## src/rtl/bit_deser_if.sv

```systemverilog
// Word-side and serial-side signal bundle for bit_deser.
// master = deserializer view, slave = upstream/downstream environment view.
interface bit_deser_if #(
  parameter int WIDTH = 8
);
  logic             in_bit;
  logic             in_en;
  logic [WIDTH-1:0] out_data;
  logic             out_valid;
  logic             out_ready;
  logic             ovf;
  logic             ovf_clr;
  logic             parity_err;

  modport master (
    input  in_bit,
    input  in_en,
    input  out_ready,
    input  ovf_clr,
    output out_data,
    output out_valid,
    output ovf,
    output parity_err
  );

  modport slave (
    output in_bit,
    output in_en,
    output out_ready,
    output ovf_clr,
    input  out_data,
    input  out_valid,
    input  ovf,
    input  parity_err
  );
endinterface

```

## src/rtl/bit_deser.sv

```systemverilog
// Serial-to-parallel deserializer with a one-word valid/ready holding register.
// Optional trailing even-parity bit per frame: define BIT_DESER_PARITY_EN.
module bit_deser #(
  parameter int WIDTH     = 8,
  parameter bit MSB_FIRST = 1'b1
) (
  input  logic        clk,
  input  logic        rst,
  bit_deser_if.master bus
);

`ifdef BIT_DESER_PARITY_EN
  localparam int FRAME = WIDTH + 1;
`else
  localparam int FRAME = WIDTH;
`endif
  localparam int CW = $clog2(FRAME);

  generate
    if (WIDTH < 2 || WIDTH > 32) begin : g_width_check
      $error("bit_deser: WIDTH must be in 2..32");
    end
  endgenerate

  typedef enum logic {COLLECT = 1'b0} state_t;

  state_t           state_q, state_d;
  logic [CW-1:0]    cnt_q, cnt_d;
  logic [WIDTH-1:0] sr_q, sr_d, sr_shift;
  logic             complete;

  logic [WIDTH-1:0] word_c;
  logic             perr_c;
  logic             load, drop;

  logic [WIDTH-1:0] data_q;
  logic             valid_q;
  logic             ovf_q;
  logic             perr_q;

  // State register: framing counter and shift register.
  always_ff @(posedge clk or posedge rst) begin
    if (rst) begin
      state_q <= COLLECT;
      cnt_q   <= '0;
      sr_q    <= '0;
    end else begin
      state_q <= state_d;
      cnt_q   <= cnt_d;
      sr_q    <= sr_d;
    end
  end

  always_comb begin
    if (MSB_FIRST) sr_shift = {sr_q[WIDTH-2:0], bus.in_bit};
    else           sr_shift = {bus.in_bit, sr_q[WIDTH-1:1]};
  end

  // Next-state: count strobes, wrap at the last frame bit on the same edge.
  always_comb begin
    state_d  = state_q;
    cnt_d    = cnt_q;
    sr_d     = sr_q;
    complete = 1'b0;
    case (state_q)
      COLLECT: begin
        if (bus.in_en) begin
          sr_d = sr_shift;
          if (cnt_q == CW'(FRAME - 1)) begin
            complete = 1'b1;
            cnt_d    = '0;
          end else begin
            cnt_d = cnt_q + 1'b1;
          end
        end
      end
      default: state_d = COLLECT;
    endcase
  end

  // Output decode. Without parity the completing bit is merged in from
  // sr_shift; with parity the data is already whole in sr_q and the
  // completing bit is the parity bit itself.
  always_comb begin
`ifdef BIT_DESER_PARITY_EN
    word_c = sr_q;
    perr_c = (^sr_q) ^ bus.in_bit;
`else
    word_c = sr_shift;
    perr_c = 1'b0;
`endif
    load = complete && (!valid_q || bus.out_ready);
    drop = complete && valid_q && !bus.out_ready;
  end

  // Holding register: parity flag travels with the word it describes.
  always_ff @(posedge clk or posedge rst) begin
    if (rst) begin
      data_q  <= '0;
      valid_q <= 1'b0;
      perr_q  <= 1'b0;
      ovf_q   <= 1'b0;
    end else begin
      if (load) begin
        data_q  <= word_c;
        perr_q  <= perr_c;
        valid_q <= 1'b1;
      end else if (valid_q && bus.out_ready) begin
        valid_q <= 1'b0;
      end
      if (drop)             ovf_q <= 1'b1;
      else if (bus.ovf_clr) ovf_q <= 1'b0;
    end
  end

  assign bus.out_data  = data_q;
  assign bus.out_valid = valid_q;
  assign bus.ovf       = ovf_q;
`ifdef BIT_DESER_PARITY_EN
  assign bus.parity_err = perr_q;
`else
  assign bus.parity_err = 1'b0;
`endif

endmodule
```

## src/flat_wrapper.sv

```systemverilog
// flat-port wrapper written by rule: the top's interface ports become plain ports
module bit_deser_flat 
#(
  parameter int WIDTH     = 8,
  parameter bit MSB_FIRST = 1'b1
)
  (clk, rst, bus_in_bit, bus_in_en, bus_out_ready, bus_ovf_clr, bus_out_data, bus_out_valid, bus_ovf, bus_parity_err);
  bit_deser_if #(.WIDTH(WIDTH)) bus_i ();
  input  logic clk;
  input  logic rst;
  input wire logic [$bits(bus_i.in_bit)-1:0] bus_in_bit;
  input wire logic [$bits(bus_i.in_en)-1:0] bus_in_en;
  input wire logic [$bits(bus_i.out_ready)-1:0] bus_out_ready;
  input wire logic [$bits(bus_i.ovf_clr)-1:0] bus_ovf_clr;
  output wire logic [$bits(bus_i.out_data)-1:0] bus_out_data;
  output wire logic [$bits(bus_i.out_valid)-1:0] bus_out_valid;
  output wire logic [$bits(bus_i.ovf)-1:0] bus_ovf;
  output wire logic [$bits(bus_i.parity_err)-1:0] bus_parity_err;
  assign bus_i.in_bit = bus_in_bit;
  assign bus_i.in_en = bus_in_en;
  assign bus_i.out_ready = bus_out_ready;
  assign bus_i.ovf_clr = bus_ovf_clr;
  assign bus_out_data = bus_i.out_data;
  assign bus_out_valid = bus_i.out_valid;
  assign bus_ovf = bus_i.ovf;
  assign bus_parity_err = bus_i.parity_err;
  bit_deser #(.WIDTH(WIDTH), .MSB_FIRST(MSB_FIRST)) u_core (.clk(clk), .rst(rst), .bus(bus_i));
endmodule
```

## config.mk

```make
export PLATFORM = sky130hd
export DESIGN_NAME = bit_deser_flat
export DESIGN_NICKNAME = d
export VERILOG_FILES = /design/src/rtl/bit_deser_if.sv /design/src/rtl/bit_deser.sv /design/src/flat_wrapper.sv
export SDC_FILE = /design/constraint.sdc
export NUM_CORES = 1
export LEC_CHECK = 0
export CORE_UTILIZATION = 35
export DETAILED_ROUTE_END_ITERATION = 10
export HOLD_SLACK_MARGIN = 0.06
export MAX_ROUTING_LAYER = met4
export PLACE_DENSITY_LB_ADDON = 0.25
export SYNTH_ARGS = -nofsm -noshare
export SYNTH_HDL_FRONTEND = slang
export SYNTH_SLANG_ARGS = --single-unit
export TNS_END_PERCENT = 5
```

## constraint.sdc

```tcl
create_clock -name clk -period 1.5 [get_ports clk]
set_input_delay 0.15 -clock clk [delete_from_list [all_inputs] [get_ports clk]]
set_output_delay 0.15 -clock clk [all_outputs]
set_load 0.02 [all_outputs]
```

Word-level counts from Yosys, hierarchy flattened
Index checks and enable logic that the tools add are counted.
Widths: inputs -> output; s select.
{"block": "totals", "wordCells": 23, "output_inout_bits": 11, "register_bits": 20, "inputBits": 6}
{"block": "op_classes", "mux": 7, "add_sub_neg": 1, "eq_ne": 1, "reduce_logical": 9}
{"operator": "$mux 1", "count": 6}
{"operator": "$logic_and 1x1->1", "count": 4}
{"operator": "$reduce_bool 2->1", "count": 2}
{"operator": "$add 3x1->3 const B", "count": 1}
{"operator": "$eq 3x3->1 const B", "count": 1}
{"operator": "$mux 3", "count": 1}
{"operator": "$logic_not 1->1", "count": 2}
{"operator": "$logic_or 1x1->1", "count": 1}

Longest topological paths before layout
Gate-level depths: netlist of the first run.
{"block": "depth", "ltp_word": 6, "mapped_depth": 6, "mapped_depth_nobuf": 5}

Worst setup path before layout of the first run
Ideal clock, no wire load.
{"block": "synth_path", "path_kind": "register to register", "startpoint": "reg u_core.cnt_q[0]", "endpoint": "reg u_core.data_q[0], in the netlist u_core.bus.out_data[0]", "setup_time_ps": 125, "setup_slack_ps": 48, "path_stages_with_launch": 7, "period_less_slack_ps": 1452, "t_arrival_ps": 1327, "path_buffers": 1, "required_time_ps": 1375, "cell_sequence": "dfrtp_1 ha_1 ha_1 nand2_2 nor2b_4 buf_6 mux2_4"}
{"block": "synth_between", "elab_chain_cells": 4}
{"item": "start: declaration", "line_no": "bit_deser.sv:28", "source": "logic [CW-1:0] cnt_q, cnt_d;"}
{"item": "start signal: assignment", "line_no": "bit_deser.sv:49", "source": "cnt_q <= cnt_d;"}
{"item": "$eq 3x3->1", "line_no": "bit_deser.sv:69", "source": "if (cnt_q == CW'(FRAME - 1)) begin"}
{"item": "$mux 1", "line_no": "bit_deser.sv:69"}
{"item": "$mux 1", "line_no": "bit_deser.sv:67", "source": "if (bus.in_en) begin"}
{"item": "$logic_and 1x1->1", "line_no": "bit_deser.sv:92", "source": "load = complete && (!valid_q || bus.out_ready);"}
{"item": "end signal: assignment", "line_no": "bit_deser.sv:105", "source": "data_q <= word_c;"}
{"item": "end: declaration", "line_no": "bit_deser.sv:36", "source": "logic [WIDTH-1:0] data_q;"}
Every way passes these cells.
A chain may end at the register's enable or synchronous reset.

Worst setup path after layout of the first run
{"block": "layout_path", "startpoint": "reg u_core.cnt_q[1]", "endpoint": "reg u_core.data_q[1], in the netlist u_core.bus.out_data[1]"}
Same word-level chain as after synthesis.

==> results of run 1 <==
worst paths after layout:
path / slack [ns] / from / depth (start not counted) / to
max in group asynchronous: 1.13 / rst / 3 / u_core.sr_q[2]
max reg2reg: 0.04 / u_core.cnt_q[1] / 6 / u_core.bus.out_data[1]
min in group clk: 0.42 / bus_ovf_clr / 2 / u_core.bus.ovf
max: 0.04 / u_core.cnt_q[1] / 6 / u_core.bus.out_data[1]
min reg2reg: 0.52 / u_core.sr_q[6] / 1 / u_core.bus.out_data[7]
min: 0.16 / rst / 3 / u_core.cnt_q[1]
per-stage QoR:
stage / TNS [ns] / std cells / setup slack (ns) / total power, mW
6_report: 0 / 103 / 0.0415 / 1.89
5_1_grt: -0.00308 / 103 / -0.00308 / 2.02
4_1_cts: 0 / 103 / 0.00982 / 1.90
3_5_place_dp: -0.562 / 98 / -0.0737 / 1.61
3_3_place_gp: -0.243 / 98 / -0.0388 / 1.60
2_1_floorplan: 0 / 54 / 0.0476 / 1.30
cells by family (layout without fill, tap and decap cells):
| family | count (synthesis) | after routing |
|---|---|---|
| compound gates | 2 | 2 |
| fa+ha+maj | 2 | 2 |
| buf+inv | 6 | 27 |
| flops | 20 | 20 |
| mux | 17 | 17 |
| other cells | 1 | 1 |
| simple gates | 6 | 6 |
power by group:
| group | internal, mW | total [mW] | switching [mW] |
|---|---|---|---|
| combinational | 0.482 | 0.785 | 0.303 |
| sequential | 0.729 | 0.855 | 0.125 |
| clock | 0.0937 | 0.249 | 0.155 |
final cells by class:
cell class	count	area share, %
Sequential cell	20	45.0
Multi-Input combinational cell	28	29.6
Timing Repair Buffer	21	19.1
Tap cell	28	3.15
Clock buffer	3	2.03
Inverter	3	1.01
routing by layer:
metal | vias to the layer above | global-route usage (%) | wire, µm
li1 | 222 | - | -
met5 | - | - | 0
met3 | 0 | 6.25 | 108
met4 | 0 | 1.39 | 0
met2 | 17 | 19.1 | 581
met1 | 236 | 15.1 | 586
registers in the layout (all words and copies together), names as in the netlist:
| register | flops |
|---|---|
| u_core.bus.out_data | 8 |
| u_core.cnt_q | 3 |
| u_core.sr_q | 7 |
| u_core.bus.out_valid | 1 |
| u_core.bus.ovf | 1 |
worst min-delay path, cell delays in order:
cell,delay [ns]
clkdlybuf4s50_1,0.39
inv_1,0.05
buf_4,0.26
cells in the mapped netlist:
library cell  instances  share of area, %
mux2i_1               1               1.2
buf_4                 1              0.89
inv_1                 3               1.3
nand2_1               2              0.89
buf_6                 1               1.3
nand2b_4              1               1.6
o22ai_1               2               1.5
mux2_4                8                14
ha_1                  2               3.0
mux2_2                8                11
nand2_2               1              0.74
conb_1                1              0.44
nand2b_1              1              0.74
buf_2                 1              0.59
nor2b_4               1               1.6
dfrtp_1              20                59
timing repair:
| action | 4_1_cts | 5_1_grt |
|---|---|---|
| resized for setup | 1 | 5 |
| endpoints found under the setup margin | 8 | 10 |
| pin swaps | 0 | 1 |
| setup buffers | 2 | 0 |
==> flow_metrics.tcl, run 1 <==
set metrics [dict create \
    antenna_found_initial 0 \
    syn_inst 54 \
    avgSynthCellArea_um2 15.6 \
    placed_area_um2 1040 \
    postRouteAntennaNets 0 \
    cts_root_buf "clkbuf_4" \
    hold_violations 0 \
    drive_above_1_share_pct 40.0 \
    mostFrequentLayoutCell "dfrtp_1" \
    crit_family "flip-flops" \
    status "finished clean" \
    finalMaxSlewViolations 0 \
    synthXorXnorAreaFrac_pct 0 \
    cts.sinks 20 \
    die_area_um2 2610 \
    num_vias 475 \
    io_buffers 15 \
    fp.coreArea_um2 2230 \
    clk_latency_ns 0.30 \
    critPathArrivalTime_ns 1.65 \
    cts_tree "yes" \
    final_cell_area_um2 1110 \
    pwr_density_cell_nw_per_um2 1700 \
    critical-path-max-stage-delay_ns 0.38 \
    final_nets 85 \
    p_leak_nw 0.537 \
    cts_inserted_buffers 3 \
    max_freq_mhz 686 \
    grt_usage_pct 12.4 \
    num-fill-cells 206 \
    h-tree-depth 1 \
    hpwl_um 850 \
    first_pass_iters 3 \
    end_kind "register" \
    clock_path_buffers 2 \
    ys_ff_latch 20 \
    crit_fanout 8 \
    routed_via_density 4.61 \
    syn_area_um2 845 \
    holdWs_ns 0.164 \
    fp.dieW_um 51.1 \
    pin_count 17 \
    regArea_um2 500 \
    period_needed_ns 1.46 \
    die_y_um 51.1 \
    ys_warn_count 0 \
    finalWeightedCongestion 0.671 \
    ys_seq_area_share_pct 59.3 \
    num_rows 17 \
    drt_iter0_markers 2 \
    wl_per_cell_um 12.4 \
    period_share_pct 97.2 \
    max_cap_violations 0 \
    overflow 0 \
    syn_nets 62 \
    worstSetupPathType "register to register" \
    critPathRequiredTime_ns 1.69 \
    finalClockSkew_ns 0.00279 \
    clk_pin_slew_ns 0.10 \
    syn_to_final_growth_pct 31.6 \
    fin_util_pct 49.7 \
    min_path_type "input pin to async pin" \
    grt_start_max_net_pins 21 \
    critical_path.cell_chain "ha_2 > ha_4 > nand2_4 > nor2b_4 > buf_12 > mux2_4" \
    synth-simple-area-share_pct 5.63 \
    grt_pass1_wl_mm 2.27 \
    synth.area.mux_share_pct 26.1 \
    drt-total-wl_mm 1.28 \
    vdd_drop_max_mv 0.836 \
    drc_errors 0 \
    cp.buffers_inverters 1 \
    start_util_pct 37.8 \
    diodes 0 \
    synth_cell_types 16 \
    rsz0062_at_grt "yes" \
    multiInputGateArea_um2 329 \
    most-common-layout-cells "20 x dfrtp_1, 13 x clkdlybuf4s50_1, 8 x mux2_4, 8 x mux2_2, 5 x buf_4" \
    synth-compound-area-share_pct 1.48 \
    finalSetupViolations 0 \
    grt_pass1_vias 500 \
    synth_top_family_by_area "multiplexers" \
    synthAdderAreaFrac_pct 2.96 \
    crit_slowest_cell "dfrtp_1" \
    start_kind "register" \
    hold_buffers 0 \
]
Note: power is estimated with default switching activity, not from simulation.
==> inputs of run 2 (changes only) <==
--- a/config.mk
+++ b/config.mk
@@ -6,6 +6,7 @@
 export NUM_CORES = 1
 export LEC_CHECK = 0
 export CORE_UTILIZATION = 35
+export CTS_BUF_LIST = sky130_fd_sc_hd__clkbuf_2 sky130_fd_sc_hd__clkbuf_4 sky130_fd_sc_hd__clkbuf_8
 export DETAILED_ROUTE_END_ITERATION = 10
 export HOLD_SLACK_MARGIN = 0.06
 export MAX_ROUTING_LAYER = met4
==> results of run 2 <==
Final layout, timing and power as in run 1 (identical DEF).
